===== config.mk =====
export PLATFORM = sky130hd
export DESIGN_NAME = lockstep_controller_flat
export DESIGN_NICKNAME = d
export VERILOG_FILES = /design/src/rtl/lockstep_controller_if.sv /design/src/rtl/lockstep_controller.sv /design/src/flat_wrapper.sv
export SDC_FILE = /design/constraint.sdc
export NUM_CORES = 1
export LEC_CHECK = 0
export BUFFER_PORTS_ARGS = -buffer_cell sky130_fd_sc_hd__buf_2
export CAP_MARGIN = 10
export CORE_MARGIN = 2
export CORE_UTILIZATION = 31
export DETAILED_ROUTE_END_ITERATION = 16
export PLACE_DENSITY = 0.48
export SLEW_MARGIN = 25
export SYNTH_ARGS = -nofsm -noshare
export SYNTH_HDL_FRONTEND = slang
export SYNTH_SLANG_ARGS = --single-unit

===== constraint.sdc =====
create_clock -name clk -period 7 [get_ports clk]
set_input_delay 1.05 -clock clk [delete_from_list [all_inputs] [get_ports clk]]
set_output_delay 1.05 -clock clk [all_outputs]
set_load 0.01 [all_outputs]

===== src/rtl/lockstep_controller_if.sv =====
// Purpose: bundles the voter disagreement report with the per-core control outputs.
// Latency: n/a (wiring only).
// Backpressure: none; one report is presented and consumed every clock.
//
// Ports (signals):
//   voter_state   : 00 agree, 01/10/11 names the single disagreeing core (A/B/C)
//   no_majority   : all three cores disagree; overrides voter_state
//   core_hold     : per-core freeze, bit0=A bit1=B bit2=C
//   core_rst      : per-core resync reset
//   core_disable  : per-core sticky exclusion
//   system_halt   : sticky fatal error
//   fault_core    : last core declared faulty (00 = none yet)
//   transient_cnt : saturating count of mismatch episodes that cleared early
//   error_irq     : one-cycle pulse on fault declaration / entry to halt
interface lockstep_controller_if;
    logic [1:0] voter_state;
    logic       no_majority;
    logic [2:0] core_hold;
    logic [2:0] core_rst;
    logic [2:0] core_disable;
    logic       system_halt;
    logic [1:0] fault_core;
    logic [7:0] transient_cnt;
    logic       error_irq;

    // master: the voter / TMR top level side
    modport master (
        output voter_state,
        output no_majority,
        input  core_hold,
        input  core_rst,
        input  core_disable,
        input  system_halt,
        input  fault_core,
        input  transient_cnt,
        input  error_irq
    );

    // slave: the lockstep controller itself
    modport slave (
        input  voter_state,
        input  no_majority,
        output core_hold,
        output core_rst,
        output core_disable,
        output system_halt,
        output fault_core,
        output transient_cnt,
        output error_irq
    );
endinterface


===== src/rtl/lockstep_controller.sv =====
// Purpose: turns TMR voter disagreement reports into hold/resync/disable/halt actions.
// Latency: all outputs registered; response visible one cycle after the report.
// Backpressure: none; a report is consumed every clock, nothing can be stalled.
//
// Ports:
//   clk    : system clock, rising edge
//   rst_in : synchronous active-high reset; clears everything including sticky state
//   bus    : lockstep_controller_if.slave (voter report in, per-core controls out)
module lockstep_controller #(
    parameter int unsigned MISMATCH_THRESH = 4,  // 1..15
    parameter int unsigned RESYNC_CYCLES   = 8,  // 1..255
    parameter int unsigned MAX_RETRY       = 2   // 1..3
) (
    input  logic                  clk,
    input  logic                  rst_in,
    lockstep_controller_if.slave  bus
);

    typedef enum logic [1:0] {
        ST_NORMAL  = 2'd0,
        ST_SUSPECT = 2'd1,
        ST_RESYNC  = 2'd2,
        ST_HALT    = 2'd3
    } state_t;

    localparam logic [3:0] THRESH_M1  = 4'(MISMATCH_THRESH - 1);
    localparam logic [7:0] RESYNC_M1  = 8'(RESYNC_CYCLES - 1);
    localparam logic [1:0] RETRY_MAX  = 2'(MAX_RETRY);
    localparam bit         THRESH_ONE = (MISMATCH_THRESH == 1);

    // Core code (01/10/11) to one-hot lane (bit0=A). 00 maps to no lane.
    function automatic logic [2:0] core_bit(input logic [1:0] c);
        case (c)
            2'b01:   core_bit = 3'b001;
            2'b10:   core_bit = 3'b010;
            2'b11:   core_bit = 3'b100;
            default: core_bit = 3'b000;
        endcase
    endfunction

    // ------------------------------------------------------------------
    // State and datapath registers
    // ------------------------------------------------------------------
    state_t          state;
    logic [1:0]      cur_core;     // core under suspicion / being resynced
    logic [3:0]      mism_cnt;     // consecutive mismatches on cur_core
    logic [7:0]      rs_cnt;       // cycles spent in RESYNC
    logic [2:0][1:0] retry_cnt;    // resyncs consumed per core, saturating

    // Next-state values
    state_t          state_d;
    logic [1:0]      cur_d;
    logic [3:0]      mism_d;
    logic [7:0]      rs_d;
    logic [2:0][1:0] retry_d;
    logic [2:0]      dis_d;
    logic [1:0]      fault_d;
    logic [7:0]      tcnt_d;
    logic            irq_d;

    // Next registered output values
    logic [2:0]      hold_d;
    logic [2:0]      rst_d;
    logic            halt_d;

    // Report decode
    logic [2:0]      rpt_bit;
    logic            qual;        // mismatch naming an enabled core
    logic            decl;        // fault declared this cycle
    logic [1:0]      decl_core;
    logic [2:0]      decl_bit;
    logic [1:0]      retry_sel;
    logic            tinc;        // a suspect episode cleared early

    assign rpt_bit  = core_bit(bus.voter_state);
    assign qual     = (bus.voter_state != 2'b00) && ((rpt_bit & bus.core_disable) == 3'b000);
    assign decl_bit = core_bit(decl_core);

    // ------------------------------------------------------------------
    // Process 1: state register (also registers the outputs)
    // ------------------------------------------------------------------
    always_ff @(posedge clk) begin
        if (rst_in) begin
            state             <= ST_NORMAL;
            cur_core          <= 2'b00;
            mism_cnt          <= 4'd0;
            rs_cnt            <= 8'd0;
            retry_cnt         <= '0;
            bus.core_hold     <= 3'b000;
            bus.core_rst      <= 3'b000;
            bus.core_disable  <= 3'b000;
            bus.system_halt   <= 1'b0;
            bus.fault_core    <= 2'b00;
            bus.transient_cnt <= 8'd0;
            bus.error_irq     <= 1'b0;
        end else begin
            state             <= state_d;
            cur_core          <= cur_d;
            mism_cnt          <= mism_d;
            rs_cnt            <= rs_d;
            retry_cnt         <= retry_d;
            bus.core_hold     <= hold_d;
            bus.core_rst      <= rst_d;
            bus.core_disable  <= dis_d;
            bus.system_halt   <= halt_d;
            bus.fault_core    <= fault_d;
            bus.transient_cnt <= tcnt_d;
            bus.error_irq     <= irq_d;
        end
    end

    // ------------------------------------------------------------------
    // Process 2: next-state and datapath
    // ------------------------------------------------------------------
    always_comb begin
        state_d   = state;
        cur_d     = cur_core;
        mism_d    = mism_cnt;
        rs_d      = rs_cnt;
        retry_d   = retry_cnt;
        dis_d     = bus.core_disable;
        fault_d   = bus.fault_core;
        tcnt_d    = bus.transient_cnt;
        irq_d     = 1'b0;
        decl      = 1'b0;
        decl_core = 2'b00;
        tinc      = 1'b0;
        retry_sel = 2'b00;

        case (state)
            ST_NORMAL: begin
                if (bus.no_majority) begin
                    state_d = ST_HALT;
                end else if (qual) begin
                    if (THRESH_ONE) begin
                        decl      = 1'b1;
                        decl_core = bus.voter_state;
                    end else begin
                        state_d = ST_SUSPECT;
                        cur_d   = bus.voter_state;
                        mism_d  = 4'd1;
                    end
                end
            end

            ST_SUSPECT: begin
                if (bus.no_majority) begin
                    state_d = ST_HALT;
                end else if (qual && (bus.voter_state == cur_core)) begin
                    if (mism_cnt == THRESH_M1) begin
                        decl      = 1'b1;
                        decl_core = cur_core;
                    end else begin
                        mism_d = mism_cnt + 4'd1;
                    end
                end else if (qual) begin
                    // Suspicion moves to another core: the old episode was transient.
                    tinc   = 1'b1;
                    cur_d  = bus.voter_state;
                    mism_d = 4'd1;
                end else begin
                    // Agreement, or a report about a disabled core.
                    tinc    = 1'b1;
                    state_d = ST_NORMAL;
                    mism_d  = 4'd0;
                end
            end

            ST_RESYNC: begin
                // Mismatches on the core being resynced are expected and ignored;
                // anything else means a second core is bad while one is offline.
                if (bus.no_majority || (qual && (bus.voter_state != cur_core))) begin
                    state_d = ST_HALT;
                    rs_d    = 8'd0;
                end else if (rs_cnt == RESYNC_M1) begin
                    state_d = ST_NORMAL;
                    rs_d    = 8'd0;
                end else begin
                    rs_d = rs_cnt + 8'd1;
                end
            end

            default: begin
                // ST_HALT: left only through rst_in
                state_d = ST_HALT;
            end
        endcase

        if (decl) begin
            fault_d = decl_core;
            mism_d  = 4'd0;
            for (int i = 0; i < 3; i++) begin
                if (decl_bit[i]) begin
                    retry_sel = retry_cnt[i];
                    if (retry_cnt[i] != 2'b11) begin
                        retry_d[i] = retry_cnt[i] + 2'd1;
                    end
                end
            end
            // Both a resync and a disable take the core out of the vote, so if
            // that leaves fewer than two enabled cores there is no majority left.
            if ($countones(~bus.core_disable & ~decl_bit) < 2) begin
                state_d = ST_HALT;
            end else if (retry_sel == RETRY_MAX) begin
                dis_d   = bus.core_disable | decl_bit;
                state_d = ST_NORMAL;
            end else begin
                state_d = ST_RESYNC;
                cur_d   = decl_core;
                rs_d    = 8'd0;
            end
        end

        if (tinc && (bus.transient_cnt != 8'hFF)) begin
            tcnt_d = bus.transient_cnt + 8'd1;
        end

        if (decl || ((state_d == ST_HALT) && (state != ST_HALT))) begin
            irq_d = 1'b1;
        end
    end

    // ------------------------------------------------------------------
    // Process 3: output decode from the next state
    // ------------------------------------------------------------------
    always_comb begin
        hold_d = dis_d;
        rst_d  = 3'b000;
        halt_d = 1'b0;
        case (state_d)
            ST_HALT: begin
                hold_d = 3'b111;
                halt_d = 1'b1;
            end
            ST_RESYNC: begin
                hold_d = dis_d | core_bit(cur_d);
                rst_d  = core_bit(cur_d);
            end
            default: begin
                // disabled cores stay frozen, nothing in reset
                hold_d = dis_d;
            end
        endcase
    end

endmodule

===== src/flat_wrapper.sv =====
// flat-port wrapper written by rule: the top's interface ports become plain ports
module lockstep_controller_flat 
#(
    parameter int unsigned MISMATCH_THRESH = 4,          
    parameter int unsigned RESYNC_CYCLES   = 8,           
    parameter int unsigned MAX_RETRY       = 2          
)
  (clk, rst_in, bus_voter_state, bus_no_majority, bus_core_hold, bus_core_rst, bus_core_disable, bus_system_halt, bus_fault_core, bus_transient_cnt, bus_error_irq);
  lockstep_controller_if bus_i ();
  input  logic clk;
  input  logic rst_in;
  input wire logic [$bits(bus_i.voter_state)-1:0] bus_voter_state;
  input wire logic [$bits(bus_i.no_majority)-1:0] bus_no_majority;
  output wire logic [$bits(bus_i.core_hold)-1:0] bus_core_hold;
  output wire logic [$bits(bus_i.core_rst)-1:0] bus_core_rst;
  output wire logic [$bits(bus_i.core_disable)-1:0] bus_core_disable;
  output wire logic [$bits(bus_i.system_halt)-1:0] bus_system_halt;
  output wire logic [$bits(bus_i.fault_core)-1:0] bus_fault_core;
  output wire logic [$bits(bus_i.transient_cnt)-1:0] bus_transient_cnt;
  output wire logic [$bits(bus_i.error_irq)-1:0] bus_error_irq;
  assign bus_i.voter_state = bus_voter_state;
  assign bus_i.no_majority = bus_no_majority;
  assign bus_core_hold = bus_i.core_hold;
  assign bus_core_rst = bus_i.core_rst;
  assign bus_core_disable = bus_i.core_disable;
  assign bus_system_halt = bus_i.system_halt;
  assign bus_fault_core = bus_i.fault_core;
  assign bus_transient_cnt = bus_i.transient_cnt;
  assign bus_error_irq = bus_i.error_irq;
  lockstep_controller #(.MISMATCH_THRESH(MISMATCH_THRESH), .RESYNC_CYCLES(RESYNC_CYCLES), .MAX_RETRY(MAX_RETRY)) u_core (.clk(clk), .rst_in(rst_in), .bus(bus_i));
endmodule

# ---- Yosys cells after proc, flatten, opt, wreduce, memory -nomap -nowiden
# Cells that the tools add are included.
dict set report word_totals {
  output_inout_bits 21
  reg_bits 43
  input_bits 5
}
dict set report op_classes {
  n_mux 57
  n_bitwise 7
  order_cmp 1
  n_eq_ne 27
  addsub 8
  n_reduce_logical 17
}
# op n
set ops {}
lappend ops {{2-bit two-way mux} 25}
lappend ops {{8-bit two-way mux} 6}
lappend ops {{32-bit by 1-bit adder with 32-bit output} 1}
lappend ops {{32-bit by 3-bit < comparator with 1-bit output, second input constant} 1}
lappend ops {{3-bit one-hot mux with 3 select lines} 3}
lappend ops {{2-bit equality test, second input constant} 10}
lappend ops {{4-bit two-way mux} 5}
lappend ops {{8-bit by 1-bit adder with 8-bit output, second input constant} 2}
lappend ops {{3-bit two-way mux} 4}
lappend ops {{2-bit != test, second input constant} 6}
lappend ops {{1-bit two-way mux} 10}
lappend ops {{3-bit AND reduction} 3}
lappend ops {{2-bit by 1-bit equality test with 1-bit output, second input constant} 4}
lappend ops {{8-bit by 3-bit equality test with 1-bit output, second input constant} 1}
lappend ops {{8-bit != test, second input constant} 1}
lappend ops {{4-bit one-hot mux with 2 select lines} 1}
lappend ops {{2-bit by 1-bit adder with 2-bit output, second input constant} 3}
lappend ops {{3-bit AND} 2}
lappend ops {{3-bit NOT} 2}
lappend ops {{3-bit bitwise OR} 2}
lappend ops {{2-bit one-hot mux with 3 select lines} 1}
lappend ops {{3-bit one-hot mux with 2 select lines} 1}
lappend ops {{1-bit logical AND} 5}
lappend ops {{5-bit AND reduction} 1}
lappend ops {{14 further kinds} 17}

# ---- Depth between registers and ports, before layout
# Gate-level depths: netlist (run 1).
dict set report depth {
  depth_word 24
  depth_mapped 12
  ltp_nobuf 11
}

# ---- Worst setup path after synthesis (run 1)
# No wires, ideal clock.
dict set report synth_path {
  path_kind {input port to flip-flop}
  start {input bus_voter_state[1]}
  end {register u_core.bus.core_hold[1]}
  setup_ps 122
  slack_ps 3433
  cell_stages 12
  t_arrival_ps 3445
  path_cell_list {buf_6 -> mux2i_2 -> a21oi_2 -> buf_2 -> nor4_1 -> nor2_1 -> ha_1 -> a31oi_1 -> or3_1 -> a22oi_4 -> nor2_4 -> a311o_1}
}
dict set report synth_between {
  elab_chain_cells 24
  elab_cells_between_ends 64
}
# element line
set synth_lines {}
lappend synth_lines {{start: declaration} flat_wrapper.sv:12} ;# input wire logic [$bits(bus_i.voter_state)-1:0] bus_voter_state;
lappend synth_lines {{parallel branches: the longest is 23 deep, another holds 3-bit one-hot mux with 3 select lines} n/a}
lappend synth_lines {{3-bit one-hot mux with 2 select lines *} lockstep_controller.sv:230} ;# case (state_d)
lappend synth_lines {{end signal: assignment} lockstep_controller.sv:102} ;# bus.core_hold <= hold_d;
lappend synth_lines {{end: declaration} lockstep_controller_if.sv:43} ;# output core_hold,
# Every way passes the cells marked *. The select of a mux whose other input is x is not followed.
# A chain may end at the register's enable or synchronous reset.

# ---- Final worst setup path (run 1)
# Ends and elaborated chain as after synthesis.

==> qor.yml, run 1 <==
drtIter0Drc: 87
async_flop_share_pct: 0
fin_crit_ps: 3519
slew_headroom_pct: 57.32
place_inst: 359
synth_ff_type: "dfxtp_1"
cp_data_arrival_time_ps: 3710
post-route-period-util_pct: 50.27
status: "completed"
cp-start-kind: "input port"
start_util_pct: 32.40
p_leak_nw: 0.9408
drt-total-wl_mm: 4.945
p_per_area_mw_per_mm2: 187.1
fmax_ghz: 0.2842
drc: 0
grt_max_degree: 32
htreeDepth: 2
rows: 30
numPortBuffers: 25
final.setup.worst_slack_ps: 3481
clk_pin_slew_ps: 90
post-place-ws_ps: 3163
final-max-slew-violation-count: 0
drv_cap: 0
die_area_sq_mm: 0.007874
synthTopCellsByArea: "dfxtp_1, nor2_1, ha_1, nand2_1, xnor2_1"
post_cts_buffers: 0
setup_viol: 0
gp_congestion: 0.7734
mostFrequentLayoutCells: "dfxtp_1, nor2_1, buf_2, nand2_1, a21oi_1"
nets: 282
drive_gt1_share_pct: 18.82
vias: 1828
yosys.area.top_type: "dfxtp_1"
firstDrtPassIters: 4
cts_buffer_depth: 2
hold_buffers: 0
syn_inst: 250
grt_pass1_vias: 1806
die_h_microns: 88.74
tightest_slew_ps: 640.2
ys_warn_count: 0
fin_cells: 367
clock_sinks: 43
holdWs_ps: 459.3
grt_use_total_pct: 13.93
synth_enable_flop_cells: 0
ant_nets: 0
place_area_sq_mm: 0.002395
vdd_drop_max_uv: 68.00
cp_max_fo: 14
avgViaCountPerCell: 4.981
worstSetupEndpointType: "flip-flop"
die_w_microns: 88.74
core_area_sq_mm: 0.006869
ys_seq_area_share_pct: 38.67
grt_pass1_wl_mm: 8.549
antenna_found_initial: 0
finalClockSkew_ps: 5.380
synth_top_area_share_pct: 38.67
place.detailed.hpwl_mm: 3.630
final_area_sq_mm: 0.002484
grt-ovfl-total: 0
cts_tree: "done"
synth.net_count: 262
required_ps: 7190
synth_cell_types: 55
hold_class: "reg -> reg"
synth_seq_cells: 43
cts_root_buf: "clkbuf_8"
rsz0062_at_grt: "false"
clock_insertion_delay_worst_skew_ps: 300
area_growth_pct: 11.58
antenna_cells: 0
final_common_cell: "dfxtp_1"
wl_per_cell_microns: 13.47
avgSynthCellArea_sq_um: 8.904
crit_type: "in -> reg"
netlist_area_sq_mm: 0.002226
cts_buffers: 5
hold_viol: 0
ioPinCount: 26
tns_ps: 0
ctsResizeCount: 0
==> cell usage after synthesis, drive strengths merged (2+ instances only) <==
library cell   n
nand3          8
and3           5
o21ai         10
a31oi          8
xor2           7
mux2           2
nand3b         4
nor2b          2
nor3           7
a21oi         13
or3            4
buf            6
ha             7
a22oi          2
xnor2          7
a21o           2
dfxtp         43
a311oi         2
nand4          5
nand2         20
nand2b         3
clkbuf         6
nor2          40
mux2i          6
inv            6
nor4           7
o22a           2
==> power breakdown <==
group,internal (mW),leakage (nW),switching (mW)
Combinational,0.0171,0.551,0.0319
Clock,0.0695,0.0402,0.0904
Sequential,0.251,0.349,0.00515
Total,0.337,0.941,0.127
==> metrics by stage <==
| stage | utilization, % | power (mW) |
|---|---|---|
| 2_1_floorplan | - | 0.2991 |
| 3_3_place_gp | 34.86 | 0.3111 |
| 3_5_place_dp | 34.86 | 0.3112 |
| 4_1_cts | 36.16 | 0.4737 |
| 5_1_grt | 36.16 | 0.4890 |
| 6_report | 36.16 | 0.4647 |
==> final timing paths <==
kind                            startpoint                       end  slack (ps)  depth (start not counted)
hold reg to reg   u_core.bus.fault_core[1]  u_core.bus.fault_core[1]         460                          2
hold / removal    u_core.bus.fault_core[1]  u_core.bus.fault_core[1]         460                          2
setup / recovery        bus_voter_state[1]   u_core.bus.core_hold[1]        3480                         11
setup reg to reg        u_core.mism_cnt[0]   u_core.bus.core_hold[1]        3940                         11
==> area by class of cell <==
cell class / instances / area, sq um
fillers: 751 / 4385
multi-input cells: 189 / 1266
flip-flops and latches: 43 / 860.8
repair buffers: 25 / 125.1
well taps: 96 / 120.1
clock buffers: 5 / 68.82
inverters: 6 / 22.52
clock inverters: 3 / 20.02
==> worst max-delay path, cell delays in order <==
cell and delay [ps]:
buf_2 170, mux2i_2 310, a21oi_2 220, nor4_1 410, nor2_1 80, ha_1 290, a31oi_1 170, or3_1 390
a22oi_4 220, nor2_4 70, a311o_1 320
==> state kept, by name (all words and copies together), names as in the netlist <==
| register | count |
|---|---|
| u_core.retry_cnt | 6 |
| u_core.mism_cnt | 4 |
| u_core.bus.core_rst | 3 |
| u_core.cur_core | 2 |
| u_core.bus.error_irq | 1 |
| u_core.bus.system_halt | 1 |
| u_core.bus.transient_cnt | 8 |
| u_core.bus.core_hold | 3 |
| u_core.bus.core_disable | 3 |
| u_core.state | 2 |
| u_core.bus.fault_core | 2 |
| u_core.rs_cnt | 8 |
==> kinds of logic after synthesis <==
logic type,after synthesis,synth area share [%]
buffers and inverters,18,4.440
and+or+nand+nor,113,27.49
xor gates and xnor gates,14,5.509
DFF,43,38.67
muxes,8,3.878
adders and majority gates,7,3.935
AOI/OAI and AO/OA,47,16.08
==> routing by layer <==
metal | up-vias | wire length [microns] | track usage (%)
li1 | 937 | - | -
met1 | 865 | 2470 | 19.40
met2 | 23 | 2267 | 20.83
met3 | 3 | 175 | 3.545
met4 | 0 | 32 | 4.959
met5 | - | 0 | 0
(Power assumes the default switching activity.)
==> run 2, diff against run 1 <==
==> constraint.sdc (replaced) <==
create_clock -name clk -period 3.6 [get_ports clk]
set_input_delay 0.54 -clock clk [delete_from_list [all_inputs] [get_ports clk]]
set_output_delay 0.54 -clock clk [all_outputs]
set_load 0.01 [all_outputs]
==> run 2 against run 1 <==
Effect of this change: hold slack improved by 10 ps; routed wire length is 0.65% higher; critical path depth is the same; sequential share of layout area fell by 0.65 points; die area unchanged; register-to-register slack worse by 3400 ps; final area is 1.9% higher; via count shrank 0.88%; flip-flop and latch count stayed put; clock skew grew 1.4 ps; total power up 110%; cell count grew 0.82%; largest power group unchanged.
==> qor.yml, run 2 (synthesis results as in run 1) <==
status: "completed"
grt_pass1_vias: 1700  # -5.9%
final_core_util_pct: 36.85  # +0.69 points
htreeDepth: 2  # unchanged
top_regs: "u_core.bus.transient_cnt x8, u_core.rs_cnt x8, u_core.retry_cnt x6"
drt-total-wl_mm: 4.977  # +0.65%
clock_sinks: 43  # unchanged
hold_class: "reg -> reg"
tns_ps: 0  # unchanged
vias: 1812  # -0.88%
cpMaxStageDelayCell: "dfxtp_1"
antenna_cells: 0  # unchanged
slowest_delay_ps: 400  # about the same
core_area_sq_mm: 0.006869  # unchanged
drtIter0Drc: 69  # -21%
hold_viol: 0  # unchanged
cp_cell_sequence: "ha_1 -> and4bb_1 -> nand2_1 -> nor4_1 -> nor2_1 -> ha_1 -> a31oi_1 -> or3_1 -> a22oi_4 -> nor2_4 -> a311o_1"
cp-start-kind: "flip-flop"
cts_buffer_depth: 2  # unchanged
cp_data_arrival_time_ps: 3260  # -450 ps
r2r-start: "u_core.mism_cnt[0]"
post-route-period-util_pct: 85.47
met2_length_mm: 2.239  # -1.2%
die_area_sq_mm: 0.007874  # unchanged
final_common_cell: "dfxtp_1"
drc: 0  # unchanged
antenna_found_initial: 0  # unchanged
cts_buffers: 5  # unchanged
final.setup.worst_slack_ps: 523.2  # -2958 ps
grt_pass1_wl_mm: 8.266  # -3.3%
clk_pin_slew_ps: 90  # about the same
numPortBuffers: 25  # unchanged
place.detailed.hpwl_mm: 3.675  # +1.2%
slew_headroom_pct: 57.41  # +0.091 points
cts_tree: "done"
post-place-ws_ps: 369.8  # -2793 ps
p_per_area_mw_per_mm2: 382.8  # +100%
fin_crit_ps: 3077
finalClockSkew_ps: 6.770  # +1.391 ps
cts_root_buf: "clkbuf_8"
top_layer: "met4"
grt-ovfl-total: 0  # unchanged
crit_type: "reg -> reg"
required_ps: 3790  # -3400 ps
r2r-end: "u_core.bus.core_hold[1]"
nets: 286  # +1.4%
gp_congestion: 0.7606  # -1.7%
final-max-slew-violation-count: 0  # unchanged
hold_buffers: 0  # unchanged
r2r_cells: 11  # unchanged
wl_met3_microns: 204  # +17%
cp_max_fo: 7  # -7
ioPinCount: 26  # unchanged
vdd_drop_max_uv: 187.4  # +180%
die_h_microns: 88.74  # unchanged
drive_gt1_share_pct: 19.71  # +0.89 points
clock_insertion_delay_worst_skew_ps: 300  # about the same
drv_cap: 0  # unchanged
timing.critical_path.mode_cell: "ha_1"
regToRegSetupSlack_ps: 520  # -3420 ps
grt_max_degree: 32  # unchanged
die_w_microns: 88.74  # unchanged
grt_use_total_pct: 13.68  # -0.25 points
cp-endpoint: "u_core.bus.core_hold[1]"
avgViaCountPerCell: 4.897  # -1.7%
rows: 30  # unchanged
tightest_slew_ps: 638.9  # -1.368 ps
start_util_pct: 32.40  # unchanged
area_growth_pct: 13.72
startpoint: "u_core.mism_cnt[0]"
firstDrtPassIters: 4  # unchanged
ant_nets: 0  # unchanged
post_cts_buffers: 0  # unchanged
setup_viol: 0  # unchanged
m1WireLength_mm: 2.472  # about the same
worstSetupEndpointType: "flip-flop"
rsz0062_at_grt: "false"
wl_per_cell_microns: 13.45  # -0.17%
p_leak_nw: 0.9703  # +3.1%
ctsResizeCount: 0  # unchanged
fmax_ghz: 0.3250
mostFrequentLayoutCells: "dfxtp_1, nor2_1, buf_2, nand2_1, a21oi_1"
-- run 2: changes by cell type in the layout (fill, tap and decap cells not counted) --
cell / before / now
buf_4: 0 / 4
clkinvlp_4: 2 / 1
clkinv_2: 1 / 0
bufinv_16: 0 / 1
-- run 2: metrics by stage --
stage | hold slack (ps) | instance area, sq um | total power, mW | instances
after floorplan | 468.7 | 2226 | 0.5816 | 250
after detailed placement | 443.6 | 2425 | 0.6103 | 363
after global routing | 478.2 | 2531 | 1.013 | 370
after global placement | 440.0 | 2425 | 0.6107 | 363
final | 469.3 | 2531 | 0.9689 | 370
after CTS | 464.2 | 2531 | 0.9862 | 370
-- run 2: how the worst min path moves through the flow --
| stage | from | end | slack [ps] | cells past startpoint |
|---|---|---|---|---|
| 5_1_grt | u_core.bus.fault_core[1] | u_core.bus.fault_core[1] | 480 | 2 |
| 3_3_place_gp | u_core.bus.fault_core[1] | u_core.bus.fault_core[1] | 440 | 2 |
| 2_1_floorplan | u_core.rs_cnt[7] | u_core.rs_cnt[7] | 470 | 2 |
| 3_5_place_dp | u_core.bus.fault_core[1] | u_core.bus.fault_core[1] | 440 | 2 |
| 6_report | u_core.bus.fault_core[1] | u_core.bus.fault_core[1] | 470 | 2 |
| 4_1_cts | u_core.bus.fault_core[1] | u_core.bus.fault_core[1] | 460 | 2 |
-- run 2: layout make-up --
type / count / area (sq um)
fillers: 738 / 4338
multi-input cells: 189 / 1266
flip-flops and latches: 43 / 860.8
repair buffers: 29 / 155.1
well taps: 96 / 120.1
clock buffers: 5 / 68.82
clock inverters: 2 / 37.54
inverters: 6 / 22.52
-- run 2: critical path, delay by kind of cell, from the launching register on --
| kind | cells | cell delay (ps) |
|---|---|---|
| compound gates | 3 | 710 |
| fa+ha+maj | 2 | 510 |
| flops | 1 | 400 |
| simple gates | 6 | 1360 |
-- run 2: metal layers --
metal	up-vias	track usage, %
li1	940	-
met1	843	18.77
met2	24	20.62
met3	5	2.985
met4	0	5.923
met5	-	0
-- run 2: power by group --
part | leakage, nW | switching (mW) | total (mW) | internal (mW)
Sequential | 0.349 | 0.00915 | 0.497 | 0.487
Clock | 0.0502 | 0.169 | 0.372 | 0.203
Combinational | 0.571 | 0.0633 | 0.101 | 0.0375
==> run 3, diff against run 2 <==
--- a/config.mk
+++ b/config.mk
@@ -11,6 +11,7 @@
 export CORE_UTILIZATION = 31
 export DETAILED_ROUTE_END_ITERATION = 16
 export PLACE_DENSITY = 0.48
+export RECOVER_POWER = 25
 export SLEW_MARGIN = 25
 export SYNTH_ARGS = -nofsm -noshare
 export SYNTH_HDL_FRONTEND = slang
==> constraint.sdc (replaced) <==
create_clock -name clk -period 3.3 [get_ports clk]
set_input_delay 0.495 -clock clk [delete_from_list [all_inputs] [get_ports clk]]
set_output_delay 0.495 -clock clk [all_outputs]
set_load 0.01 [all_outputs]
==> run 3 against run 2 <==
Effect of this change: clock power shrank 7.8%; routed wire length shrank 2.3%; maximum frequency grew 3.6%; critical endpoint unchanged; largest power group unchanged; count of clock-buffer cells in the layout is the same; critical path depth is the same; combinational power grew 9%; largest cell class unchanged; flip-flop and latch count is the same; sequential power grew 8.9%; clock skew shrank 2.4 ps; die area is the same.
==> qor.yml, run 3 (synthesis results as in run 1) <==
status: "completed"
numPortBuffers: 25  # unchanged
cp-endpoint: "u_core.bus.core_hold[1]"
vias: 1895  # +4.6%
finalClockSkew_ps: 4.395  # -2.375 ps
cts_buffer_depth: 2  # unchanged
nets: 288  # +0.70%
ioPinCount: 26  # unchanged
hold_viol: 0  # unchanged
multi_input_area_sq_mm: 0.001266  # unchanged
die_area_sq_mm: 0.007874  # unchanged
firstDrtPassIters: 4  # unchanged
p_leak_nw: 0.9057  # -6.7%
grt-ovfl-total: 0  # unchanged
switching_share_pct: 27.28  # +2.4 points
setup_viol: 0  # unchanged
ant_nets: 0  # unchanged
place_area_sq_mm: 0.002440  # +0.62%
clock_insertion_delay_worst_skew_ps: 290  # about the same
worstSetupEndpointType: "flip-flop"
post_cts_buffers: 0  # unchanged
required_ps: 3490  # -300 ps
final_core_util_pct: 36.58  # -0.27 points
register_area_sq_um: 860.8  # unchanged
tightest_slew_ps: 626.8  # -12.03 ps
final.fill_count: 758  # +2.7%
r2r_cells: 11  # unchanged
vdd_drop_max_uv: 208.0  # +11%
r2r-start: "u_core.mism_cnt[0]"
post-route-period-util_pct: 89.99  # +4.5 points
die_h_microns: 88.74  # unchanged
holdWs_ps: 461.9  # -7.425 ps
area_growth_pct: 12.87
ctsResizeCount: 0  # unchanged
start_util_pct: 32.40  # unchanged
fmax_ghz: 0.3367  # +3.6%
startpoint: "u_core.mism_cnt[0]"
antenna_cells: 0  # unchanged
cts_root_buf: "clkbuf_8"
seq_power_share_pct: 54.4  # +3.2 points
cp_max_fo: 7  # unchanged
grt_use_total_pct: 13.86  # +0.17 points
fin_crit_ps: 2970  # -107.1 ps
cts_buffers: 5  # unchanged
r2r-end: "u_core.bus.core_hold[1]"
clk_pin_slew_ps: 90  # about the same
mostFrequentLayoutCells: "dfxtp_1, nor2_1, nand2_1, clkbuf_1, a21oi_1"
power.switching_mw: 0.2712  # +12%
grt_pass1_wl_mm: 8.562  # +3.6%
grt_pass1_vias: 1822  # +7.2%
min_path_cells: 2  # unchanged
hold_class: "reg -> reg"
slew_headroom_pct: 58.21  # +0.80 points
wl_per_cell_microns: 13.04  # -3.1%
final.setup.worst_slack_ps: 330.3  # -192.9 ps
cts_tree: "done"
drv_cap: 0  # unchanged
avgViaCountPerCell: 5.080  # +3.7%
core_area_sq_mm: 0.006869  # unchanged
drive_gt1_share_pct: 14.80  # -4.9 points
cp_data_arrival_time_ps: 3150  # -110 ps
hold_buffers: 0  # unchanged
grt_max_degree: 32  # unchanged
p_int_mw: 0.7229  # -0.66%
final_common_cell: "dfxtp_1"
post-place-ws_ps: 278.7  # -91.10 ps
place.detailed.hpwl_mm: 3.680  # +0.15%
tns_ps: 0  # unchanged
regToRegSetupSlack_ps: 330  # -190 ps
rows: 30  # unchanged
final-max-slew-violation-count: 0  # unchanged
drt-total-wl_mm: 4.864  # -2.3%
final_area_sq_mm: 0.002512  # -0.74%
htreeDepth: 2  # unchanged
p_per_area_mw_per_mm2: 395.7  # +3.4%
crit_type: "reg -> reg"
die_w_microns: 88.74  # unchanged
clock_sinks: 43  # unchanged
pwr-share-clk_pct: 34.5  # -3.9 points
top_regs: "u_core.bus.transient_cnt x8, u_core.rs_cnt x8, u_core.retry_cnt x6"
rsz0062_at_grt: "false"
drc: 0  # unchanged
antenna_found_initial: 0  # unchanged
cp-start-kind: "flip-flop"
gp_congestion: 0.7852  # +3.2%
combPwrFrac_pct: 11.1  # +0.7 points
drtIter0Drc: 111  # +61%
-- run 3: cell count changes in the layout (fill, tap and decap cells not counted), sizes merged --
cell	change
clkbuf	+16
inv	+1
clkinvlp	+1
buf	-14
bufinv	-1
-- run 3: worst min-delay path by stage --
stage,from,end
floorplan,u_core.rs_cnt[7],u_core.rs_cnt[7]
global placement,u_core.bus.fault_core[1],u_core.bus.fault_core[1]
detailed placement,u_core.bus.fault_core[1],u_core.bus.fault_core[1]
CTS,u_core.bus.fault_core[1],u_core.bus.fault_core[1]
global route,u_core.bus.fault_core[1],u_core.bus.fault_core[1]
finish,u_core.bus.fault_core[1],u_core.bus.fault_core[1]
-- run 3: through the flow --
step | total power, mW | instances
final | 0.9941 | 373
after global placement | 0.6671 | 365
after floorplan | 0.6345 | 250
after global routing | 1.052 | 373
after detailed placement | 0.6667 | 365
after CTS | 1.018 | 373
-- run 3: routing by layer --
layer / global-route usage (%) / up-vias / wire length, microns
met5: 0 / - / 0
met4: 3.719 / 0 / 44
li1: - / 947 / -
met1: 19.08 / 913 / 2355
met2: 21.64 / 30 / 2259
met3: 3.451 / 5 / 204
-- run 3: layout make-up --
cell class                 instances  area share (%)
multi-input combinational        189           50.40
sequential                        43           34.26
timing repair buffer              31           5.976
tap                               96           4.781
clock buffer                       5           2.739
clock inverter                     3          0.9462
inverter                           6          0.8964
-- run 3: critical path, cell delays in order, from the launching register on --
cell      delay (ps)
dfxtp_1          390
ha_1             220
and4bb_1         250
nand2_1          150
nor4_1           380
nor2_1            90
ha_1             290
a31oi_1          110
or3_1            370
a22oi_4          220
nor2_4            70
a311o_1          310
-- run 3: power by group through the flow --
stage / Sequential, mW / Combinational (mW) / Clock, mW
CTS: 0.541 / 0.114 / 0.363
global route: 0.543 / 0.123 / 0.386
global placement: 0.554 / 0.113 / 0
finish: 0.541 / 0.110 / 0.343
floorplan: 0.555 / 0.0798 / 0
detailed placement: 0.553 / 0.113 / 0
